$ cat src/rtl/dpctrl_pkg.sv
// Shared types and encodings for the datapath instruction controller.
package dpctrl_pkg;

  typedef enum logic [2:0] {
    S_WAIT,
    S_DECODE,
    S_GET_A,
    S_GET_B,
    S_COMPUTE,
    S_WRITE_REG,
    S_WRITE_IMM,
    S_HALT
  } state_e;

  localparam logic [2:0] OPC_MOV = 3'b110;
  localparam logic [2:0] OPC_ALU = 3'b101;

  // MOV sub-ops live in the same op field as the ALU ops.
  localparam logic [1:0] MOV_REG = 2'b00;
  localparam logic [1:0] MOV_IMM = 2'b10;

  localparam logic [1:0] ALU_ADD = 2'b00;
  localparam logic [1:0] ALU_CMP = 2'b01;
  localparam logic [1:0] ALU_AND = 2'b10;
  localparam logic [1:0] ALU_MVN = 2'b11;

  localparam logic [1:0] VSEL_MDATA = 2'b00;
  localparam logic [1:0] VSEL_IMM8  = 2'b01;
  localparam logic [1:0] VSEL_PC    = 2'b10;
  localparam logic [1:0] VSEL_C     = 2'b11;

  // Field order matches IR[15:0] so the IR can be assigned directly.
  typedef struct packed {
    logic [2:0] opcode;
    logic [1:0] op;
    logic [2:0] rn;
    logic [2:0] rd;
    logic [1:0] sh;
    logic [2:0] rm;
  } ir_fields_t;

endpackage

$ cat src/rtl/dpctrl_decode.sv
// Combinational IR field split, immediate sign extension and legality flag.
module dpctrl_decode
  import dpctrl_pkg::*;
(
  input  logic [15:0] i_ir,
  output ir_fields_t  o_fields,
  output logic [15:0] o_sximm8,
  output logic [15:0] o_sximm5,
  output logic        o_legal
);

  ir_fields_t w_f;

  assign w_f      = i_ir;
  assign o_fields = w_f;
  assign o_sximm8 = {{8{i_ir[7]}}, i_ir[7:0]};
  assign o_sximm5 = {{11{i_ir[4]}}, i_ir[4:0]};

  // Every ALU op is defined; only two of the four MOV sub-ops are.
  assign o_legal = (w_f.opcode == OPC_ALU) ||
                   ((w_f.opcode == OPC_MOV) && ((w_f.op == MOV_IMM) || (w_f.op == MOV_REG)));

endmodule

$ cat src/rtl/datapath_ctrl.sv
// Instruction controller: IR latch plus Moore FSM sequencing datapath strobes.
// Optional DPCTRL_ILLEGAL_TRAP_EN adds the illegal port and a sticky HALT state.
module datapath_ctrl
  import dpctrl_pkg::*;
(
  input  logic        clk,
  input  logic        reset,
  input  logic [15:0] in,
  input  logic        load,
  input  logic        s,
  output logic        w,
  output logic [2:0]  readnum,
  output logic [2:0]  writenum,
  output logic        loada,
  output logic        loadb,
  output logic        loadc,
  output logic        loads,
  output logic        write,
  output logic        asel,
  output logic        bsel,
  output logic [1:0]  shift,
  output logic [1:0]  ALUop,
  output logic [1:0]  vsel,
  output logic [15:0] sximm8,
  output logic [15:0] sximm5
`ifdef DPCTRL_ILLEGAL_TRAP_EN
  ,
  output logic        illegal
`endif
);

  state_e     r_state;
  state_e     w_next_state;
  logic [15:0] r_ir;
  ir_fields_t w_f;
  logic       w_legal;

  dpctrl_decode u_decode (
    .i_ir     (r_ir),
    .o_fields (w_f),
    .o_sximm8 (sximm8),
    .o_sximm5 (sximm5),
    .o_legal  (w_legal)
  );

  // NOTE: non-blocking assignments keep every flop sampling pre-edge values.
  always_ff @(posedge clk) begin
    if (reset) begin
      r_state <= S_WAIT;
      r_ir    <= '0;
    end else begin
      r_state <= w_next_state;
      if ((r_state == S_WAIT) && load) r_ir <= in;
    end
  end

  // NOTE: the default at the top of each always_comb prevents latch inference.
  always_comb begin
    w_next_state = r_state;
    case (r_state)
      S_WAIT:      if (s) w_next_state = S_DECODE;
      S_DECODE: begin
        if (!w_legal)
`ifdef DPCTRL_ILLEGAL_TRAP_EN
          w_next_state = S_HALT;
`else
          w_next_state = S_WAIT;
`endif
        else if (w_f.opcode == OPC_MOV)
          w_next_state = (w_f.op == MOV_IMM) ? S_WRITE_IMM : S_GET_B;
        else if (w_f.op == ALU_MVN)
          w_next_state = S_GET_B;
        else
          w_next_state = S_GET_A;
      end
      S_GET_A:     w_next_state = S_GET_B;
      S_GET_B:     w_next_state = S_COMPUTE;
      S_COMPUTE:   w_next_state = ((w_f.opcode == OPC_ALU) && (w_f.op == ALU_CMP)) ? S_WAIT : S_WRITE_REG;
      S_WRITE_REG: w_next_state = S_WAIT;
      S_WRITE_IMM: w_next_state = S_WAIT;
`ifdef DPCTRL_ILLEGAL_TRAP_EN
      S_HALT:      w_next_state = S_HALT;
`endif
      default:     w_next_state = S_WAIT;
    endcase
  end

  always_comb begin
    w        = 1'b0;
    readnum  = '0;
    writenum = '0;
    loada    = 1'b0;
    loadb    = 1'b0;
    loadc    = 1'b0;
    loads    = 1'b0;
    write    = 1'b0;
    asel     = 1'b0;
    bsel     = 1'b0;
    shift    = '0;
    ALUop    = '0;
    vsel     = '0;
`ifdef DPCTRL_ILLEGAL_TRAP_EN
    illegal  = 1'b0;
`endif
    case (r_state)
      S_WAIT:  w = 1'b1;
      S_GET_A: begin
        readnum = w_f.rn;
        loada   = 1'b1;
      end
      S_GET_B: begin
        readnum = w_f.rm;
        loadb   = 1'b1;
      end
      S_COMPUTE: begin
        shift = w_f.sh;
        loadc = 1'b1;
        // Only MOV-reg reaches COMPUTE with the MOV opcode; it passes B through like MVN.
        if (w_f.opcode == OPC_ALU) begin
          ALUop = w_f.op;
          loads = 1'b1;
          asel  = (w_f.op == ALU_MVN);
        end else begin
          asel  = 1'b1;
        end
      end
      S_WRITE_REG: begin
        vsel     = VSEL_C;
        writenum = w_f.rd;
        write    = 1'b1;
      end
      S_WRITE_IMM: begin
        vsel     = VSEL_IMM8;
        writenum = w_f.rn;
        write    = 1'b1;
      end
`ifdef DPCTRL_ILLEGAL_TRAP_EN
      S_HALT:  illegal = 1'b1;
`endif
      default: ;
    endcase
  end

endmodule

$ cat config.mk
export PLATFORM = sky130hd
export DESIGN_NAME = datapath_ctrl
export DESIGN_NICKNAME = d
export VERILOG_FILES = /design/src/rtl/dpctrl_pkg.sv /design/src/rtl/dpctrl_decode.sv /design/src/rtl/datapath_ctrl.sv
export SDC_FILE = /design/constraint.sdc
export NUM_CORES = 1
export LEC_CHECK = 0
export CORE_MARGIN = 1.5
export CORE_UTILIZATION = 34
export DETAILED_ROUTE_END_ITERATION = 8
export PLACE_DENSITY_LB_ADDON = 0.3
export SLEW_MARGIN = 20
export SYNTH_ARGS = -nofsm -noshare
export SYNTH_HDL_FRONTEND = slang
export SYNTH_SLANG_ARGS = --single-unit
$ cat constraint.sdc
create_clock -name clk -period 1.43 [get_ports clk]
set_clock_uncertainty 0.2 [all_clocks]
set_input_delay 0.286 -clock clk [delete_from_list [all_inputs] [get_ports clk]]
set_output_delay 0.286 -clock clk [all_outputs]
set_load 0.005 [all_outputs]
* Word-level counts from Yosys, hierarchy flattened *
Index checks and enable logic that the tools add are counted.
W data, S select, Z words.

word-level totals
  bits in latches = 0
  bits in writable memories = 0
  bits in read-only memories = 0
  memories = 0
  register bits after elaboration = 19
  output and inout port bits = 52
  logic and storage cells = 44
  bits of input ports = 20

operators by class
  shifts and indexed selects = 0
  div/mod/pow operators = 0
  bitwise operators = 0
  multiplexer cells = 22
  add/sub/neg operators = 0
  reduce and logical (&&, ||, !) cells = 8
  order comparisons = 0
  equality and inequality tests = 12
  $mul = 0

operators with widths
  kind                  number
  $eq A3 B3 Y1 const B  5
  $mux W3               5
  $pmux W3 S5           1
  $pmux W3 S2           2
  $mux W1               10
  $eq A3 B2 Y1 const B  2
  $mux W2               3
  $eq A2 B2 Y1 const B  2
  $pmux W2 S2           1
  $eq A3 B1 Y1 const B  1
  $logic_and A1 B1 Y1   3
  $logic_not A3 Y1      1
  $eq A2 B1 Y1 const B  1
  $logic_not A2 Y1      1
  $logic_or A1 B1 Y1    2
  $ne A2 B2 Y1 const B  1
  $reduce_or A2 Y1      1

* Logic depth before layout (Yosys ltp) *
Gate-level depths: netlist of the first run.

  depth in word-level cells = 6
  gate-level depth with buffers = 5
  mapped depth without buffers = 4

* Cells and area by module *
Synthesis of the first run repeated with hierarchy kept, for this count alone.

second synthesis, totals
  cells, all modules = 178
  area total of the unflattened synthesis = 1387.6 um2

modules (own cells, without submodules)
  module         instances  area an instance (um2)  cells an instance  sequential area each (um2)
  datapath_ctrl  1          1001.0                  127                380.4
  dpctrl_decode  1          386.6                   51                 0.0

* Worst setup path after synthesis of the first run *
OpenSTA, ideal clock, no wires.

  kind = flip-flop to flip-flop
  start = reg r_state[2]
  end = reg r_ir[7]
  buffers on the path = 2
  path slack = -0.100 ns
  period minus slack after synthesis = 1.530 ns
  data required time = 1.095 ns
  stages on the path, launching flop included = 6
  arrival = 1.195 ns
  setup time = 0.135 ns
  cell sequence = dfxtp_1 -> or4b_1 -> buf_6 -> buf_8 -> nand2_1 -> a21oi_1

between the ends
  cells in the longest elaborated chain, start to end = 2

ends and longest elaborated chain
  what                    line                 RTL
  start, declared         datapath_ctrl.sv:32  state_e r_state;
  start signal, assigned  datapath_ctrl.sv:52  r_state <= w_next_state;
  $logic_not A3 Y1        datapath_ctrl.sv:53  if ((r_state == S_WAIT) && load) r_ir <= in;
  $logic_and A1 B1 Y1     datapath_ctrl.sv:53
  end signal, assigned    datapath_ctrl.sv:53
  end, declared           datapath_ctrl.sv:34  logic [15:0] r_ir;

Every way passes these cells.
A chain may end at the register's enable or synchronous reset.

* Worst setup path after layout of the first run *
  start = reg r_state[1]
  end = out writenum[2]

between the ends
  cells in the longest elaborated chain, start to end = 2
  elaborated cells on any way between the ends = 3
  those cells by class = eq/ne (2); mux (1)

ends and longest elaborated chain
  what           line                  RTL
  $eq A3 B3 Y1   datapath_ctrl.sv:105  case (r_state)
  $pmux W3 S2 *  datapath_ctrl.sv:105
  end, declared  datapath_ctrl.sv:13   output logic [2:0] writenum,

Mark *: on every way between the ends. The rest lies on a longest branch, timed or not.

==> impl_metrics.csv, run 1 <==
group,metric,value,unit
sta,fmax,0.536,GHz
synthesis,synthMuxAreaShare,0,
setup_path,crit_start_category,"flop",
synthesis,post_synth_main_area_contributors,"sky130_fd_sc_hd__dfxtp_1 (30%), sky130_fd_sc_hd__buf_4 (20%), sky130_fd_sc_hd__nand2_1 (9.5%)",
synthesis,number_of_cells_produced_by_synthesis,158,
setup_path,critPathTopFamily,"buffers and inverters",
sta,post-route-min-period,1860,ps
clocking,tritoncts_buffers,3,
sta,final.setup.worst_slack,-434,ps
sta,rsz0062_at_grt,"yes",
sta,min_period_over_period,1.30,
setup_path,critical_path.slowest_cell,"sky130_fd_sc_hd__dfxtp_4",
power,leakage,0.00115,µW
synthesis,synth_warn,0,
clocking,cts.reportedPaths.clkPinSlew,70,ps
sta,setup-tns-final,-13890,ps
clocking,max_buffers_root_to_sink,2,
die,chipWidth,63.9,µm
setup_path,worst_path_most_repeated_cell,"sky130_fd_sc_hd__buf_6",
setup_path,arrival_time_worst_endpoint,1380,ps
synthesis,postSynthAreaPerCell,7.99,µm²
layout,final_layout_size_suffix_gt1_frac,0.671,
global_route,first_global_vias,1314,
die,floorplan_die_area,4090,µm²
die,die_h,63.9,µm
layout,n_antenna_cell,0,
placed_design,gpl_wtd_cong,0.884,
routing,post-route-drc-count,0,
layout,final-seq-area,404,µm²
routing,detailed_routing_iteration_count_for_the_pre_antenna_repair_pass,4,
setup_path,cp_cell_sequence,"buf_6 -> nor2b_4 -> buf_6 -> buf_6 -> a22oi_2 -> nor2_1 -> buf_2",
clocking,clock-root-buffer,"sky130_fd_sc_hd__clkbuf_8",
synthesis,number_of_distinct_library_cells_after_synthesis,34,
run,cap_viol_max_count,0,
power,power_density,613,nW/µm²
synthesis,synth_top_area_cell,"sky130_fd_sc_hd__dfxtp_1",
power,vdd_ir_drop_max,0.489,mV
sta,final-setup-viol-count,38,
placed_design,numPortBuffers,70,
synthesis,synth-compound-area-share,0.163,
synthesis,synth_xor_xnor_area_share,0,
routing,first_iter_violations,36,
layout,nFillCells,274,
die,ios,72,
global_route,grt_max_degree,15,
die,initial_utilization,0.367,
layout,footprint_of_the_multi_input_gates,771,µm²
outcome,violations,"setup timing",
setup_path,cp_slowest_stage_delay,370,ps
synthesis,post_synth_and_or_nand_nor_area_fraction,0.259,
hold_path,holdCritPathClass,"reg2reg",
routing,avgViaCountPerCell,4.80,
setup_path,path_max_fanout,5,
clocking,clock_tree.htree_level_count,1,
synthesis,postSynthNetCount,178,
global_route,grt_antenna_before_repair,0,
global_route,grt_usage,0.184,
sta,maxSlewViolCount,0,
synthesis,synthAdderAreaFrac,0,
layout,area_delta_synth_final,87.2,%
layout,nets,264,
setup_path,reg2reg_setup_slack,-400,ps
routing,ant_nets,0,
setup_path,timing.critical_path.to_type,"output port",
routing,finalWirelength,4350,µm
die,placeableCoreArea,3440,µm²
synthesis,synth_top_family_by_area,"buffers and inverters",
synthesis,post-synth-top-area-fraction,0.301,
global_route,gr-total-overflow,0,
setup_path,worst-path-buf-inv,4,
synthesis,yosys_register_bits,19,
synthesis,syn-cell-area,1260,µm²
routing,avgRoutedWirePerCell,15.0,µm
synthesis,synth_sequential_area_ratio,0.301,
setup_path,required,940,ps
clocking,clock_tree_from_tritoncts,"done",
setup_path,critPathKind,"reg2out",
clocking,clk-insertion-delay-late,260,ps
sta,hold_viol,0,
outcome,outcome,"complete, but fails checks",
routing,route.vias.total,1386,
clocking,hold_buffers,0,
global_route,grt_pass1_wl,6040,µm
layout,post-route-util,0.687,
clocking,clock_sink_count,19,
placed_design,dpl_wire_length,2650,µm
die,std_cell_rows,21,
==> final timing paths <==
kind,startpoint,end,cells past startpoint
setup reg to reg,r_state[0],r_ir[9],6
setup / recovery,r_state[1],writenum[2],7
hold reg to reg,r_ir[10],r_ir[10],2
hold / removal,r_ir[10],r_ir[10],2
==> cells in the mapped netlist <==
| library cell | instances |
|---|---|
| sky130_fd_sc_hd__or4_1 | 1 |
| sky130_fd_sc_hd__nor4bb_1 | 2 |
| sky130_fd_sc_hd__buf_8 | 1 |
| sky130_fd_sc_hd__nand2_2 | 2 |
| sky130_fd_sc_hd__o21ai_0 | 2 |
| sky130_fd_sc_hd__nor3b_4 | 1 |
| sky130_fd_sc_hd__buf_6 | 4 |
| sky130_fd_sc_hd__nor2_1 | 5 |
| sky130_fd_sc_hd__a21oi_1 | 16 |
| sky130_fd_sc_hd__o221ai_1 | 1 |
| sky130_fd_sc_hd__and3_1 | 2 |
| sky130_fd_sc_hd__nor2b_1 | 3 |
| sky130_fd_sc_hd__nor3b_1 | 1 |
| sky130_fd_sc_hd__nand2_1 | 32 |
| sky130_fd_sc_hd__conb_1 | 1 |
| sky130_fd_sc_hd__buf_1 | 1 |
| sky130_fd_sc_hd__a22o_1 | 3 |
| sky130_fd_sc_hd__nor4b_4 | 1 |
| sky130_fd_sc_hd__buf_4 | 34 |
| sky130_fd_sc_hd__buf_2 | 1 |
| sky130_fd_sc_hd__a31oi_1 | 1 |
| sky130_fd_sc_hd__dfxtp_1 | 19 |
| sky130_fd_sc_hd__a21boi_0 | 1 |
| sky130_fd_sc_hd__a41oi_1 | 1 |
| sky130_fd_sc_hd__inv_1 | 3 |
| sky130_fd_sc_hd__a22oi_1 | 3 |
| sky130_fd_sc_hd__a21oi_2 | 2 |
| sky130_fd_sc_hd__clkbuf_1 | 3 |
| sky130_fd_sc_hd__and3b_1 | 2 |
| sky130_fd_sc_hd__o21a_1 | 1 |
| sky130_fd_sc_hd__and2_1 | 5 |
| sky130_fd_sc_hd__nand3b_1 | 1 |
| sky130_fd_sc_hd__a21bo_1 | 1 |
| sky130_fd_sc_hd__or4b_1 | 1 |
==> layout make-up <==
type	count	share of cell area
inverters	3	0.00582
clock buffers	4	0.0191
repair buffers	125	0.454
flip-flops and latches	19	0.171
multi-input cells	92	0.326
well taps	46	0.0244
==> state kept, by name, indices dropped and copies added (netlist names) <==
| register | count |
|---|---|
| r_state | 3 |
| r_ir | 16 |
==> cell families (layout without fill, tap and decap cells) <==
group | after synthesis | after routing
buf+inv | 47 | 132
simple gates | 59 | 59
flops | 19 | 19
compound gates | 32 | 32
other cells | 1 | 1
==> cell usage in the layout, fill, tap and decap left out, types with 2 or more instances in the layout <==
cell type	instances
sky130_fd_sc_hd__a21oi_2	17
sky130_fd_sc_hd__a22o_1	3
sky130_fd_sc_hd__a22oi_1	2
sky130_fd_sc_hd__and2_1	2
sky130_fd_sc_hd__and2_4	3
sky130_fd_sc_hd__buf_12	3
sky130_fd_sc_hd__buf_2	13
sky130_fd_sc_hd__buf_4	35
sky130_fd_sc_hd__buf_6	19
sky130_fd_sc_hd__buf_8	2
sky130_fd_sc_hd__clkbuf_16	2
sky130_fd_sc_hd__clkbuf_2	24
sky130_fd_sc_hd__clkbuf_8	3
sky130_fd_sc_hd__clkdlybuf4s15_1	8
sky130_fd_sc_hd__clkdlybuf4s50_1	19
sky130_fd_sc_hd__dfxtp_1	8
sky130_fd_sc_hd__dfxtp_2	7
sky130_fd_sc_hd__dfxtp_4	4
sky130_fd_sc_hd__nand2_1	17
sky130_fd_sc_hd__nand2_4	17
sky130_fd_sc_hd__nor2_1	3
sky130_fd_sc_hd__nor2b_4	2
sky130_fd_sc_hd__nor4bb_1	2
==> tightest hold or removal path: cells and delay by family (launching register included) <==
kind / cells / cell delay [ps]
AOI/OAI and AO/OA: 1 / 40
DFF: 1 / 360
and+or+nand+nor: 1 / 70
==> metrics by stage <==
stage          std cells  hold slack, ps  total power (µW)  cell area [µm²]  setup WS [ps]
6_report             289             311              1450             2360           -434
4_1_cts              280             301              1340             2150           -429
3_3_place_gp         261             254               946             1940           -592
2_1_floorplan        158             222               792             1270          -85.7
5_1_grt              289             320              1500             2360           -504
3_5_place_dp         261             269               954             1940           -652
==> power by group <==
group | switching (µW) | internal [µW] | leakage, µW
clock network | 173 | 198 | 0.0000228
registers | 28.6 | 558 | 0.000162
logic | 207 | 284 | 0.000965
==> per-layer routing <==
| layer | up-vias | global-route usage | routed length [µm] |
|---|---|---|---|
| li1 | 660 | - | - |
| met1 | 670 | 0.214 | 1610 |
| met2 | 49 | 0.331 | 2400 |
| met3 | 7 | 0.0405 | 270 |
| met4 | 0 | 0.0625 | 62 |
| met5 | - | 0 | 0 |
==> timing repair <==
action / CTS / global route
cloned: 0 / 2
pin swaps: 19 / 34
buffers inserted: 16 / 8
setup endpoints to repair: 70 / 60
gates resized for setup: 183 / 87
Power figures use the tool's default switching activity.
==> run 2: changes to the inputs <==
--- a/config.mk
+++ b/config.mk
@@ -5,8 +5,12 @@
 export SDC_FILE = /design/constraint.sdc
 export NUM_CORES = 1
 export LEC_CHECK = 0
+export ABC_AREA = 1
+export CAP_MARGIN = 40
+export CELL_PAD_IN_SITES_DETAIL_PLACEMENT = 1
+export CELL_PAD_IN_SITES_GLOBAL_PLACEMENT = 1
 export CORE_MARGIN = 1.5
-export CORE_UTILIZATION = 34
+export CORE_UTILIZATION = 22
 export DETAILED_ROUTE_END_ITERATION = 8
 export PLACE_DENSITY_LB_ADDON = 0.3
 export SLEW_MARGIN = 20
==> impl_metrics.csv, run 2 <==
group,metric,value,unit
outcome,outcome,"complete, but fails checks",
outcome,violations,"setup timing",
sta,final.setup.worst_slack,-322,ps
synthesis,post_synth_main_area_contributors,"sky130_fd_sc_hd__dfxtp_1 (32%), sky130_fd_sc_hd__buf_4 (22%), sky130_fd_sc_hd__a21oi_1 (9.3%)",
routing,ant_nets,0,
synthesis,postSynthNetCount,183,
synthesis,synth_enable_flop_cells,0,
routing,finalWirelength,4940,µm
setup_path,timing.critical_path.to_type,"output port",
die,die_h,76.2,µm
sta,final-setup-viol-count,51,
sta,slew-limit-headroom,0.528,
clocking,clock_tree_from_tritoncts,"done",
placed_design,gpl_wtd_cong,0.780,
setup_path,reg_to_reg_end,"r_ir[4]",
layout,nets,274,
sta,min_period_over_period,1.22,
synthesis,yosys_register_bits,19,
hold_path,holdCritPathClass,"reg2reg",
layout,final_cell_mix,"sky130_fd_sc_hd__buf_6 (33), sky130_fd_sc_hd__buf_4 (30), sky130_fd_sc_hd__clkdlybuf4s50_1 (18)",
die,initial_utilization,0.229,
global_route,grt_pass1_wl,7250,µm
die,chipWidth,76.2,µm
clocking,clk-insertion-delay-late,260,ps
placed_design,dpl_wire_length,2780,µm
synthesis,async_reset_ff_frac,0,
layout,top_regs,"r_ir x16, r_state x3",
setup_path,reg2reg_setup_slack,-160,ps
synthesis,number_of_cells_produced_by_synthesis,163,
clocking,cts.reportedPaths.clkPinSlew,80,ps
synthesis,ys_dominant_reg_cell,"sky130_fd_sc_hd__dfxtp_1",
sta,worst_pin_slew,708,ps
synthesis,post-synth-top-area-fraction,0.323,
layout,final_area,2400,µm²
clocking,max_buffers_root_to_sink,2,
synthesis,synth_sequential_area_ratio,0.323,
die,ios,72,
layout,largest_register_ffs,16,
sta,fmax,0.571,GHz
synthesis,synthMostInstantiatedCell,"sky130_fd_sc_hd__buf_4",
routing,post-route-drc-count,0,
setup_path,required,940,ps
power,vdd_ir_drop_max,0.456,mV
setup_path,crit_start_category,"flop",
sta,post-route-min-period,1750,ps
die,placeableCoreArea,5140,µm²
sta,maxSlewViolCount,0,
synthesis,postSynthAreaPerCell,7.23,µm²
global_route,first_global_vias,1420,
clocking,hold_buffers,0,
die,std_cell_rows,26,
layout,top_register,"r_ir",
hold_path,timing.hold.worst.start,"r_ir[3]",
synthesis,number_of_distinct_library_cells_after_synthesis,18,
global_route,grt_antenna_before_repair,0,
routing,first_iter_violations,34,
global_route,gr-total-overflow,0,
power,post-layout-total-power,1640,µW
power,power_density,681,nW/µm²
setup_path,worst_r2r_startpoint,"r_state[0]",
global_route,grt_usage,0.159,
global_route,grt_max_degree,16,
placed_design,place_area,1930,µm²
routing,avgViaCountPerCell,4.33,
layout,area_delta_synth_final,104,%
run,cap_viol_max_count,0,
setup_path,path_max_fanout,4,
routing,route.vias.total,1400,
routing,detailed_routing_iteration_count_for_the_pre_antenna_repair_pass,4,
die,floorplan_die_area,5810,µm²
setup_path,arrival_time_worst_endpoint,1270,ps
layout,n_antenna_cell,0,
synthesis,synth_top_area_cell,"sky130_fd_sc_hd__dfxtp_1",
synthesis,synth_warn,0,
synthesis,synthTopCellsByCount,"sky130_fd_sc_hd__buf_4 (35), sky130_fd_sc_hd__a21oi_1 (22), sky130_fd_sc_hd__inv_1 (22)",
hold_path,min_delay_worst_endpoint,"r_ir[3]",
hold_path,worst_hold_path.num_cells,2,
clocking,tritoncts_buffers,3,
synthesis,syn-cell-area,1180,µm²
sta,hold_viol,0,
power,leakage,0.00108,µW
sta,finalHoldWorstSlack,277,ps
clocking,clock_sink_count,19,
layout,final_layout_size_suffix_gt1_frac,0.652,
routing,avgRoutedWirePerCell,15.3,µm
clocking,clock_tree.htree_level_count,1,
layout,mostFrequentLayoutCell,"sky130_fd_sc_hd__buf_6",
clocking,clock-root-buffer,"sky130_fd_sc_hd__clkbuf_8",
setup_path,ff2ff_path_depth,8,
placed_design,numPortBuffers,70,
setup_path,critPathKind,"reg2out",
sta,rsz0062_at_grt,"yes",
## run 2: cell count changes in the layout (fill, tap and decap cells not counted), moves of 5 or more
cell | before | now
sky130_fd_sc_hd__buf_6 | 19 | 33
sky130_fd_sc_hd__o22ai_2 | 0 | 5
sky130_fd_sc_hd__clkbuf_2 | 24 | 15
sky130_fd_sc_hd__buf_4 | 35 | 30
sky130_fd_sc_hd__a21oi_1 | 1 | 16
sky130_fd_sc_hd__inv_1 | 1 | 16
sky130_fd_sc_hd__a21oi_2 | 17 | 5
sky130_fd_sc_hd__nand2_4 | 17 | 4
sky130_fd_sc_hd__nand2_1 | 17 | 9
sky130_fd_sc_hd__o21ai_2 | 0 | 14
## run 2: routing by layer
| metal | share of wire | wire length [µm] | global-route usage |
|---|---|---|---|
| met3 | 0.028 | 138 | 0.0263 |
| met4 | 0.018 | 87 | 0.0537 |
| met2 | 0.55 | 2720 | 0.294 |
| met1 | 0.40 | 2000 | 0.185 |
| met5 | 0 | 0 | 0 |
## run 2: final cells by class
type | count | area (µm²)
Clock buffer | 3 | 41.3
Clock inverter | 1 | 5.00
Fill cell | 653 | 2740
Inverter | 24 | 100
Multi-Input combinational cell | 84 | 693
Sequential cell | 19 | 402
Tap cell | 70 | 87.6
Timing Repair Buffer | 122 | 1070
## run 2: stage by stage
stage | setup TNS (ps) | setup slack, ps | util | std cells
after global placement | -9650 | -422 | 0.376 | 298
after global routing | -10870 | -363 | 0.467 | 323
final | -8210 | -322 | 0.467 | 323
after floorplan | 0 | 9.73 | - | 163
after CTS | -7560 | -296 | 0.450 | 316
after detailed placement | -10830 | -449 | 0.376 | 298
## run 2: critical path: stages (launching register included)
cell	delay (ps)
sky130_fd_sc_hd__dfxtp_4	370
sky130_fd_sc_hd__nor2_4	120
sky130_fd_sc_hd__nand2_2	80
sky130_fd_sc_hd__buf_6	140
sky130_fd_sc_hd__o22ai_1	130
sky130_fd_sc_hd__buf_2	150
## run 2: cells by family (layout without fill, tap and decap cells)
kind of cell           count (synthesis)  count (layout)  synth area share
and+or+nand+nor                       37              40             0.152
DFF                                   19              19             0.323
buffers and inverters                 63             150             0.331
other                                  1               1           0.00318
AOI/OAI and AO/OA                     43              43             0.191
## run 2: report_power, final
part	switching [µW]	total (µW)	internal, µW
Combinational	284	634	350
Clock	200	394	194
Sequential	31.4	607	576
## run 2: worst max path at each step
stage                    start          to  slack (ps)
finish              r_state[2]  readnum[0]        -320
global route        r_state[2]  readnum[0]        -360
CTS                 r_state[1]    ALUop[1]        -300
detailed placement  r_state[2]        asel        -450
global placement    r_state[2]  readnum[1]        -420
floorplan           r_state[2]    ALUop[0]          10
## run 2: what timing repair did
| item | CTS | global route |
|---|---|---|
| buffers inserted | 11 | 6 |
| pin swaps | 9 | 9 |
| hold endpoints to repair | 0 | 0 |
| gates cloned | 3 | 1 |
| gates resized for setup | 248 | 39 |
| setup endpoints to repair | 69 | 61 |
